--- src/rtl/cpu16_ctrl_pkg.sv ---
// Shared encodings for the 16-bit CPU control unit: opcodes, functs,
// ALU slice select codes, ALU B-operand sources and FSM states.
package cpu16_ctrl_pkg;

    localparam int PC_STEP = 2;

    localparam logic [3:0] OP_RTYPE = 4'h0;
    localparam logic [3:0] OP_ADDI  = 4'h1;
    localparam logic [3:0] OP_LW    = 4'h2;
    localparam logic [3:0] OP_SW    = 4'h3;
    localparam logic [3:0] OP_BEQ   = 4'h4;
    localparam logic [3:0] OP_HALT  = 4'hF;

    localparam logic [2:0] FN_AND = 3'b000;
    localparam logic [2:0] FN_OR  = 3'b001;
    localparam logic [2:0] FN_ADD = 3'b010;
    localparam logic [2:0] FN_SUB = 3'b011;
    localparam logic [2:0] FN_XOR = 3'b100;

    localparam logic [2:0] ALU_AND = 3'b000;
    localparam logic [2:0] ALU_OR  = 3'b010;
    localparam logic [2:0] ALU_ADD = 3'b100;
    localparam logic [2:0] ALU_XOR = 3'b011;

    localparam logic [1:0] SRCB_REG  = 2'b00;
    localparam logic [1:0] SRCB_STEP = 2'b01;
    localparam logic [1:0] SRCB_IMM  = 2'b10;

    typedef enum logic [3:0] {
        S_FETCH,
        S_DECODE,
        S_EXEC_R,
        S_EXEC_I,
        S_ADDR,
        S_MEM_RD,
        S_MEM_WR,
        S_WB_ALU,
        S_WB_MEM,
        S_BRANCH,
        S_HALT
    } state_e;

endpackage

--- src/rtl/cpu16_control_fsm_alu_op_decode.sv ---
// Combinational R-type funct decoder producing the ALU slice controls.
module alu_op_decode
    import cpu16_ctrl_pkg::*;
(
    input  logic [2:0] funct_i,
    output logic [2:0] aluSel_o,
    output logic       bInvert_o,
    output logic       carryIn_o,
    output logic       functIllegal_o
);

    // Subtract is ADD with B inverted and a carry in, giving A + ~B + 1.
    always_comb begin
        aluSel_o       = ALU_AND;
        bInvert_o      = 1'b0;
        carryIn_o      = 1'b0;
        functIllegal_o = 1'b0;
        case (funct_i)
            FN_AND: aluSel_o = ALU_AND;
            FN_OR:  aluSel_o = ALU_OR;
            FN_ADD: aluSel_o = ALU_ADD;
            FN_SUB: begin
                aluSel_o  = ALU_ADD;
                bInvert_o = 1'b1;
                carryIn_o = 1'b1;
            end
            FN_XOR: aluSel_o = ALU_XOR;
            default: functIllegal_o = 1'b1;
        endcase
    end

endmodule

--- src/rtl/cpu16_control_fsm.sv ---
// Multi-cycle control FSM for the 16-bit CPU: fetch, decode, execute,
// memory and write-back sequencing with a memory ready handshake.
module cpu16_control_fsm
    import cpu16_ctrl_pkg::*;
#(
    parameter bit ILLEGAL_TRAP = 1'b1
) (
    input  logic        clk_i,
    input  logic        reset_i,
    input  logic [15:0] instr_i,
    input  logic        zero_i,
    input  logic        memReady_i,
    output logic [2:0]  aluSel_o,
    output logic        bInvert_o,
    output logic        carryIn_o,
    output logic        aluSrcA_o,
    output logic [1:0]  aluSrcB_o,
    output logic        memRead_o,
    output logic        memWrite_o,
    output logic        iorD_o,
    output logic        irWrite_o,
    output logic        pcWrite_o,
    output logic        pcSource_o,
    output logic        regWrite_o,
    output logic        regDst_o,
    output logic        memToReg_o,
    output logic        illegal_o,
    output logic        halted_o
);

    state_e     state_q, state_d;
    logic [3:0] opcode;
    logic [2:0] fnAluSel;
    logic       fnBInvert, fnCarryIn, fnIllegal;
    state_e     trapState;

    assign opcode    = instr_i[15:12];
    assign trapState = ILLEGAL_TRAP ? S_FETCH : S_HALT;

    alu_op_decode uAluOpDecode (
        .funct_i        (instr_i[2:0]),
        .aluSel_o       (fnAluSel),
        .bInvert_o      (fnBInvert),
        .carryIn_o      (fnCarryIn),
        .functIllegal_o (fnIllegal)
    );

    always_ff @(posedge clk_i) begin
        if (reset_i) state_q <= S_FETCH;
        else         state_q <= state_d;
    end

    // Every output defaults to 0 and stays 0 while reset is held.
    always_comb begin
        state_d    = state_q;
        aluSel_o   = ALU_AND;
        bInvert_o  = 1'b0;
        carryIn_o  = 1'b0;
        aluSrcA_o  = 1'b0;
        aluSrcB_o  = SRCB_REG;
        memRead_o  = 1'b0;
        memWrite_o = 1'b0;
        iorD_o     = 1'b0;
        irWrite_o  = 1'b0;
        pcWrite_o  = 1'b0;
        pcSource_o = 1'b0;
        regWrite_o = 1'b0;
        regDst_o   = 1'b0;
        memToReg_o = 1'b0;
        illegal_o  = 1'b0;
        halted_o   = 1'b0;
        if (!reset_i) begin
            case (state_q)
                S_FETCH: begin
                    memRead_o = 1'b1;
                    aluSrcB_o = SRCB_STEP;
                    aluSel_o  = ALU_ADD;
                    if (memReady_i) begin
                        irWrite_o = 1'b1;
                        pcWrite_o = 1'b1;
                        state_d   = S_DECODE;
                    end
                end
                S_DECODE: begin
                    aluSrcB_o = SRCB_IMM;
                    aluSel_o  = ALU_ADD;
                    case (opcode)
                        OP_RTYPE:      state_d = S_EXEC_R;
                        OP_ADDI:       state_d = S_EXEC_I;
                        OP_LW, OP_SW:  state_d = S_ADDR;
                        OP_BEQ:        state_d = S_BRANCH;
                        OP_HALT:       state_d = S_HALT;
                        default: begin
                            illegal_o = 1'b1;
                            state_d   = trapState;
                        end
                    endcase
                end
                S_EXEC_R: begin
                    aluSrcA_o = 1'b1;
                    aluSrcB_o = SRCB_REG;
                    aluSel_o  = fnAluSel;
                    bInvert_o = fnBInvert;
                    carryIn_o = fnCarryIn;
                    if (fnIllegal) begin
                        illegal_o = 1'b1;
                        state_d   = trapState;
                    end else begin
                        state_d = S_WB_ALU;
                    end
                end
                S_EXEC_I, S_ADDR: begin
                    aluSrcA_o = 1'b1;
                    aluSrcB_o = SRCB_IMM;
                    aluSel_o  = ALU_ADD;
                    if (state_q == S_EXEC_I) state_d = S_WB_ALU;
                    else state_d = (opcode == OP_SW) ? S_MEM_WR : S_MEM_RD;
                end
                S_MEM_RD: begin
                    memRead_o = 1'b1;
                    iorD_o    = 1'b1;
                    if (memReady_i) state_d = S_WB_MEM;
                end
                S_MEM_WR: begin
                    memWrite_o = 1'b1;
                    iorD_o     = 1'b1;
                    if (memReady_i) state_d = S_FETCH;
                end
                S_WB_ALU: begin
                    regWrite_o = 1'b1;
                    regDst_o   = (opcode == OP_RTYPE);
                    state_d    = S_FETCH;
                end
                S_WB_MEM: begin
                    regWrite_o = 1'b1;
                    memToReg_o = 1'b1;
                    state_d    = S_FETCH;
                end
                // Branch compares A-B; the PC loads ALUOut only when the result is zero.
                S_BRANCH: begin
                    aluSrcA_o  = 1'b1;
                    aluSrcB_o  = SRCB_REG;
                    aluSel_o   = ALU_ADD;
                    bInvert_o  = 1'b1;
                    carryIn_o  = 1'b1;
                    pcSource_o = 1'b1;
                    pcWrite_o  = zero_i;
                    state_d    = S_FETCH;
                end
                S_HALT: halted_o = 1'b1;
                default: state_d = S_FETCH;
            endcase
        end
    end

endmodule

--- config.mk ---
export PLATFORM = sky130hd
export DESIGN_NAME = cpu16_control_fsm
export DESIGN_NICKNAME = d
export VERILOG_FILES = /design/src/rtl/cpu16_ctrl_pkg.sv /design/src/rtl/cpu16_control_fsm_alu_op_decode.sv /design/src/rtl/cpu16_control_fsm.sv
export SDC_FILE = /design/constraint.sdc
export NUM_CORES = 1
export LEC_CHECK = 0
export CAP_MARGIN = 40
export CORE_MARGIN = 1
export CORE_UTILIZATION = 39
export CTS_CLUSTER_DIAMETER = 40
export DETAILED_ROUTE_END_ITERATION = 12
export PLACE_DENSITY = 0.84
export SYNTH_ARGS = -nofsm -noshare
export SYNTH_HDL_FRONTEND = slang
export SYNTH_SLANG_ARGS = --single-unit
--- constraint.sdc ---
create_clock -name clk_i -period 5 [get_ports clk_i]
set_clock_uncertainty 0.1 [all_clocks]
set_input_delay 1.5 -clock clk_i [delete_from_list [all_inputs] [get_ports clk_i]]
set_output_delay 1.5 -clock clk_i [all_outputs]
set_load 0.02 [all_outputs]
== Word level (Yosys, flattened, before mapping) ==
Cells that the tools add are included.
Word-level totals
  logic and storage cells: 82
  input bits: 20
  bits in registers: 4
  output and inout bits: 19
Cells by class
  multiplexer cells: 43
  bitwise gates (word level): 1
  equality and inequality tests: 22
  reduce and logical (&&, ||, !) cells: 15
Operators with widths (count)
  one-hot mux 4 bit (7 select lines): 1
  2-to-1 mux 1 bit: 27
  == test 4 x 3 -> 1 bit, second input constant: 5
  one-hot mux 4 bit (5 select lines): 1
  == test 4 x 2 -> 1 bit, second input constant: 4
  == test 4 bit, second input constant: 4
  2-to-1 mux 4 bit: 3
  OR reduction 2 bit: 6
  OR reduction 5 bit: 2
  one-hot mux 3 bit (3 select lines): 1
  == test 4 x 1 -> 1 bit, second input constant: 2
  logical NOT 4 bit: 2
  == test 3 x 2 -> 1 bit, second input constant: 2
  2-to-1 mux 2 bit: 3
  2-to-1 mux 3 bit: 2
  != test 2 bit, second input constant: 3
  one-hot mux 1 bit (2 select lines): 3
  one-hot mux 3 bit (2 select lines): 1
  OR reduction 6 bit: 1
  one-hot mux 2 bit (2 select lines): 1
  AND reduction 4 bit: 1
  OR reduction 4 bit: 1
  == test 3 x 1 -> 1 bit, second input constant: 1
  == test 3 bit, second input constant: 1
  other kinds (3): 3

== Depth between registers and ports, before layout ==
  word-level depth: 5
  gate-level depth with buffers: 7
  mapped depth without buffers: 4

== By module ==
From an unflattened synthesis, not the netlist that was laid out.
Second synthesis, totals
  cells, all modules: 101
  area total of the unflattened synthesis: 689.4 um^2
By module, submodules not included
  cpu16_control_fsm: area each 639.4 um^2, cells each 94, times used 1, seq. area each 80.1 um^2
  alu_op_decode: area each 50.0 um^2, cells each 7, times used 1, seq. area each 0.0 um^2

== Worst setup path after synthesis ==
Ideal clock, no wire load.
  kind: input port to output port
  start point: in reset_i
  end point: out pcWrite_o
  stages: 4
  required time: 3.400 ns
  path buffers: 1
  arrival time: 2.964 ns
  path slack: 0.436 ns
  cells stage by stage: clkbuf_1 nor4_1 and2_1 a21o_1
On the way
  longest elaborated chain between the ends: 1
RTL lines
  start: declaration: RTL line cpu16_control_fsm.sv:9  | input logic reset_i,
  2-to-1 mux 1 bit: RTL line cpu16_control_fsm.sv:72  | if (!reset_i) begin
  end: declaration: RTL line cpu16_control_fsm.sv:22  | output logic pcWrite_o,
No other way between the ends.

== Worst setup path in the final report ==
  start point: in instr_i[1]
  end point: out bInvert_o
On the way
  longest elaborated chain between the ends: 4
RTL lines
  start: declaration: RTL line cpu16_control_fsm.sv:10  | input logic [15:0] instr_i,
  == test 3 x 2 -> 1 bit: RTL line cpu16_control_fsm_alu_op_decode.sv:18  | case (funct_i)
  2-to-1 mux 1 bit: RTL line cpu16_control_fsm_alu_op_decode.sv:18
  one-hot mux 1 bit (2 select lines): RTL line cpu16_control_fsm.sv:73  | case (state_q)
  2-to-1 mux 1 bit: RTL line cpu16_control_fsm.sv:72
  end: declaration: RTL line cpu16_control_fsm.sv:14  | output logic bInvert_o,
No other way between the ends.

==> out/results.ini <==
[synth]
syn_inst=97
synth_edf_count=0
synthTopCellsByArea=dfxtp_1 13%, a21oi_1 8.6%, nor2_1 5.9%
avgSynthCellArea_sq_um=6.57
ys_seq_area_share_pct=12.6
ys.flop_type=dfxtp_1
synth.distinct_cells=38
yosys_warnings=0
synth_top_area_cell=dfxtp_1
syn_nets=117
async_reset_ff_share_pct=0
synth.top_cell.area_share_pct=12.6
synth-seq-cells=4
netlist_area_sq_um=637

[setup_path]
path_common_cell=clkdlybuf4s50_1
cp.arrival_ns=3.27
slowest_stage=clkdlybuf4s50_1
worstSetupPathType=primary input to output pin
worstPathCellList=clkdlybuf4s50_1, nor2b_1, and4_1, a21oi_1, nor3_1, clkdlybuf4s50_1
ff2ff_path_depth=4
timing.rr.start=state_q[0]$_SDFFE_PP0P_
end_kind=output pin
regToRegEndpoint=state_q[2]$_SDFFE_PP0P_
rrSetupSlack_ns=3.08
slowest_delay_ns=0.64
crit_fanout=3
cp-start-kind=primary input
required_ns=3.40

[job]
max-cap-violations=0

[sta]
hold_viol=0
setup_violations=0
rsz0062_at_grt=false
hold_ws_ns=0.630
slew_headroom_pct=62.7
setup_tns_ns=0
period_share_pct=97.4
tightest_slew_ns=0.559
period_minus_slack_ns=4.87
slew_viol_final=0
fmax_mhz=205

[routing]
wl_mm=1.84
avgRoutedWirePerCell_um=12.9
antenna_left=0
vias=808
drt-pass1-iter-count=4
vias_per_cell=5.69
remaining_drc_errors=0
first_iter_violations=11

[layout]
fin_cells=142
final_cell_mix=28 x clkdlybuf4s50_1, 11 x a21oi_1, 10 x nor2_1, 6 x nor4_1, 6 x buf_4
antennaDiodeCount=0
drive_gt1_share_pct=9.52
largestRegisters=state_q x4
areaGrowthSynthToFinish_pct=53.0
fill_cells=136
final_common_cell=clkdlybuf4s50_1
nNetsFinal=148
top_register=state_q
largest_register_ffs=4
final_area_sq_um=975

[global_routing]
antenna_found_initial=0
grt_pass1_wl_mm=3.27
grt_pass1_vias=762
grt_max_degree=19
overflow=0
grt_usage_pct=22.5

[clock_network]
clk_latency_ns=0.23
cts_tree=built
cts_max_level=1
cts_root_buf=clkbuf_4
cts_sinks=4
cts_max_path_buffers=2
hold_buffers=0
cts_buffers=3
clkTransAtPathRegs_ns=0.04
cts_setup_buffers=0
ctsResizeCount=0

[min_path]
hold_class=flip-flop to flip-flop
whs_endpoint=state_q[0]$_SDFFE_PP0P_
whs_path_depth=2
holdCritStartpoint=state_q[1]$_SDFFE_PP0P_

[placed_design]
io_buffers=29
place_hpwl_mm=1.42
gp_congestion=0.872
dp_cells=139
dpl_cell_area_sq_um=950

[power]
p_seq_share_pct=26.6
comb_power_share_pct=49.8
pwr-share-clk_pct=23.6
cellPowerDensity_nw_per_um2=168
p_int_w=0.000103
peakVddDrop_v=0.000162
p_sw_share_pct=36.7
p_switching_w=0.0000600
leakage_nw=0.367
p_total_w=0.000163

[floorplan]
die_x_um=42.4
die_area_sq_um=1800
core_area_sq_um=1520
die_h_um=42.4
start_util_pct=41.8
placementRows=14
ios=39

[outcome]
status=complete, no violations

[layout make-up]
cell class              instances  area, sq um  area share, %
clock buffers                   3         22.5           2.31
inverters                       1         3.75          0.385
multi-input cells              83          510           52.4
flip-flops and latches          4         80.1           8.22
well taps                      16         20.0           2.05
repair buffers                 35          338           34.7
[worst max-delay path by stage]
stage          startpoint   endpoint  slack (ns)
2_1_floorplan     reset_i  pcWrite_o        0.44
3_3_place_gp   instr_i[1]  bInvert_o        0.15
3_5_place_dp   instr_i[1]  carryIn_o        0.09
4_1_cts        instr_i[1]  carryIn_o        0.10
5_1_grt        instr_i[1]  bInvert_o       0.007
6_report       instr_i[1]  bInvert_o        0.13
[kinds of logic after synthesis]
family | Yosys count | share of synthesized area (%)
DFF | 4 | 12.6
xor gates and xnor gates | 3 | 4.13
AOI/OAI and AO/OA | 29 | 29.1
and+or+nand+nor | 51 | 47.0
buffers and inverters | 10 | 7.27
[cells in the mapped netlist, types with 3 or more instances]
master / instances
a21oi_1: 11
nor2_1: 10
nor4_1: 6
clkbuf_1: 5
nand2b_1: 5
a21o_1: 4
dfxtp_1: 4
nand2_1: 4
nor3_1: 4
or2_1: 4
a31oi_1: 3
nand3_1: 3
nor2b_1: 3
o21ai_0: 3
[critical path: cells and delay by family]
family / cells / cell delay [ns]
AO/OA/AOI/OAI: 1 / 0.04
AND/OR/NAND/NOR: 3 / 0.57
buffers and inverters: 2 / 1.16
[routing by layer]
layer / up-vias / GRT usage, % / share of wire [%]
met2: 26 / 37.5 / 48
met3: 0 / 3.88 / 3.4
li1: 421 / - / -
met1: 361 / 30.5 / 49
met5: - / 0 / 0
met4: 0 / 4.38 / 0
[metrics by stage]
stage / setup slack (ns) / utilization (%)
detailed placement: 0.0892 / 62.3
floorplan: 0.436 / -
CTS: 0.101 / 63.8
global placement: 0.152 / 62.3
global route: 0.00683 / 64.0
finish: 0.130 / 64.0
[power groups by stage]
stage | registers, W | clock network [W] | logic (W)
after floorplan | 0.0000356 | 0 | 0.0000553
after global placement | 0.0000435 | 0 | 0.0000795
after detailed placement | 0.0000436 | 0 | 0.0000809
after CTS | 0.0000432 | 0.0000409 | 0.0000812
after global routing | 0.0000445 | 0.0000446 | 0.0000885
final | 0.0000434 | 0.0000386 | 0.0000813
Note: power is estimated with default switching activity, not from simulation.
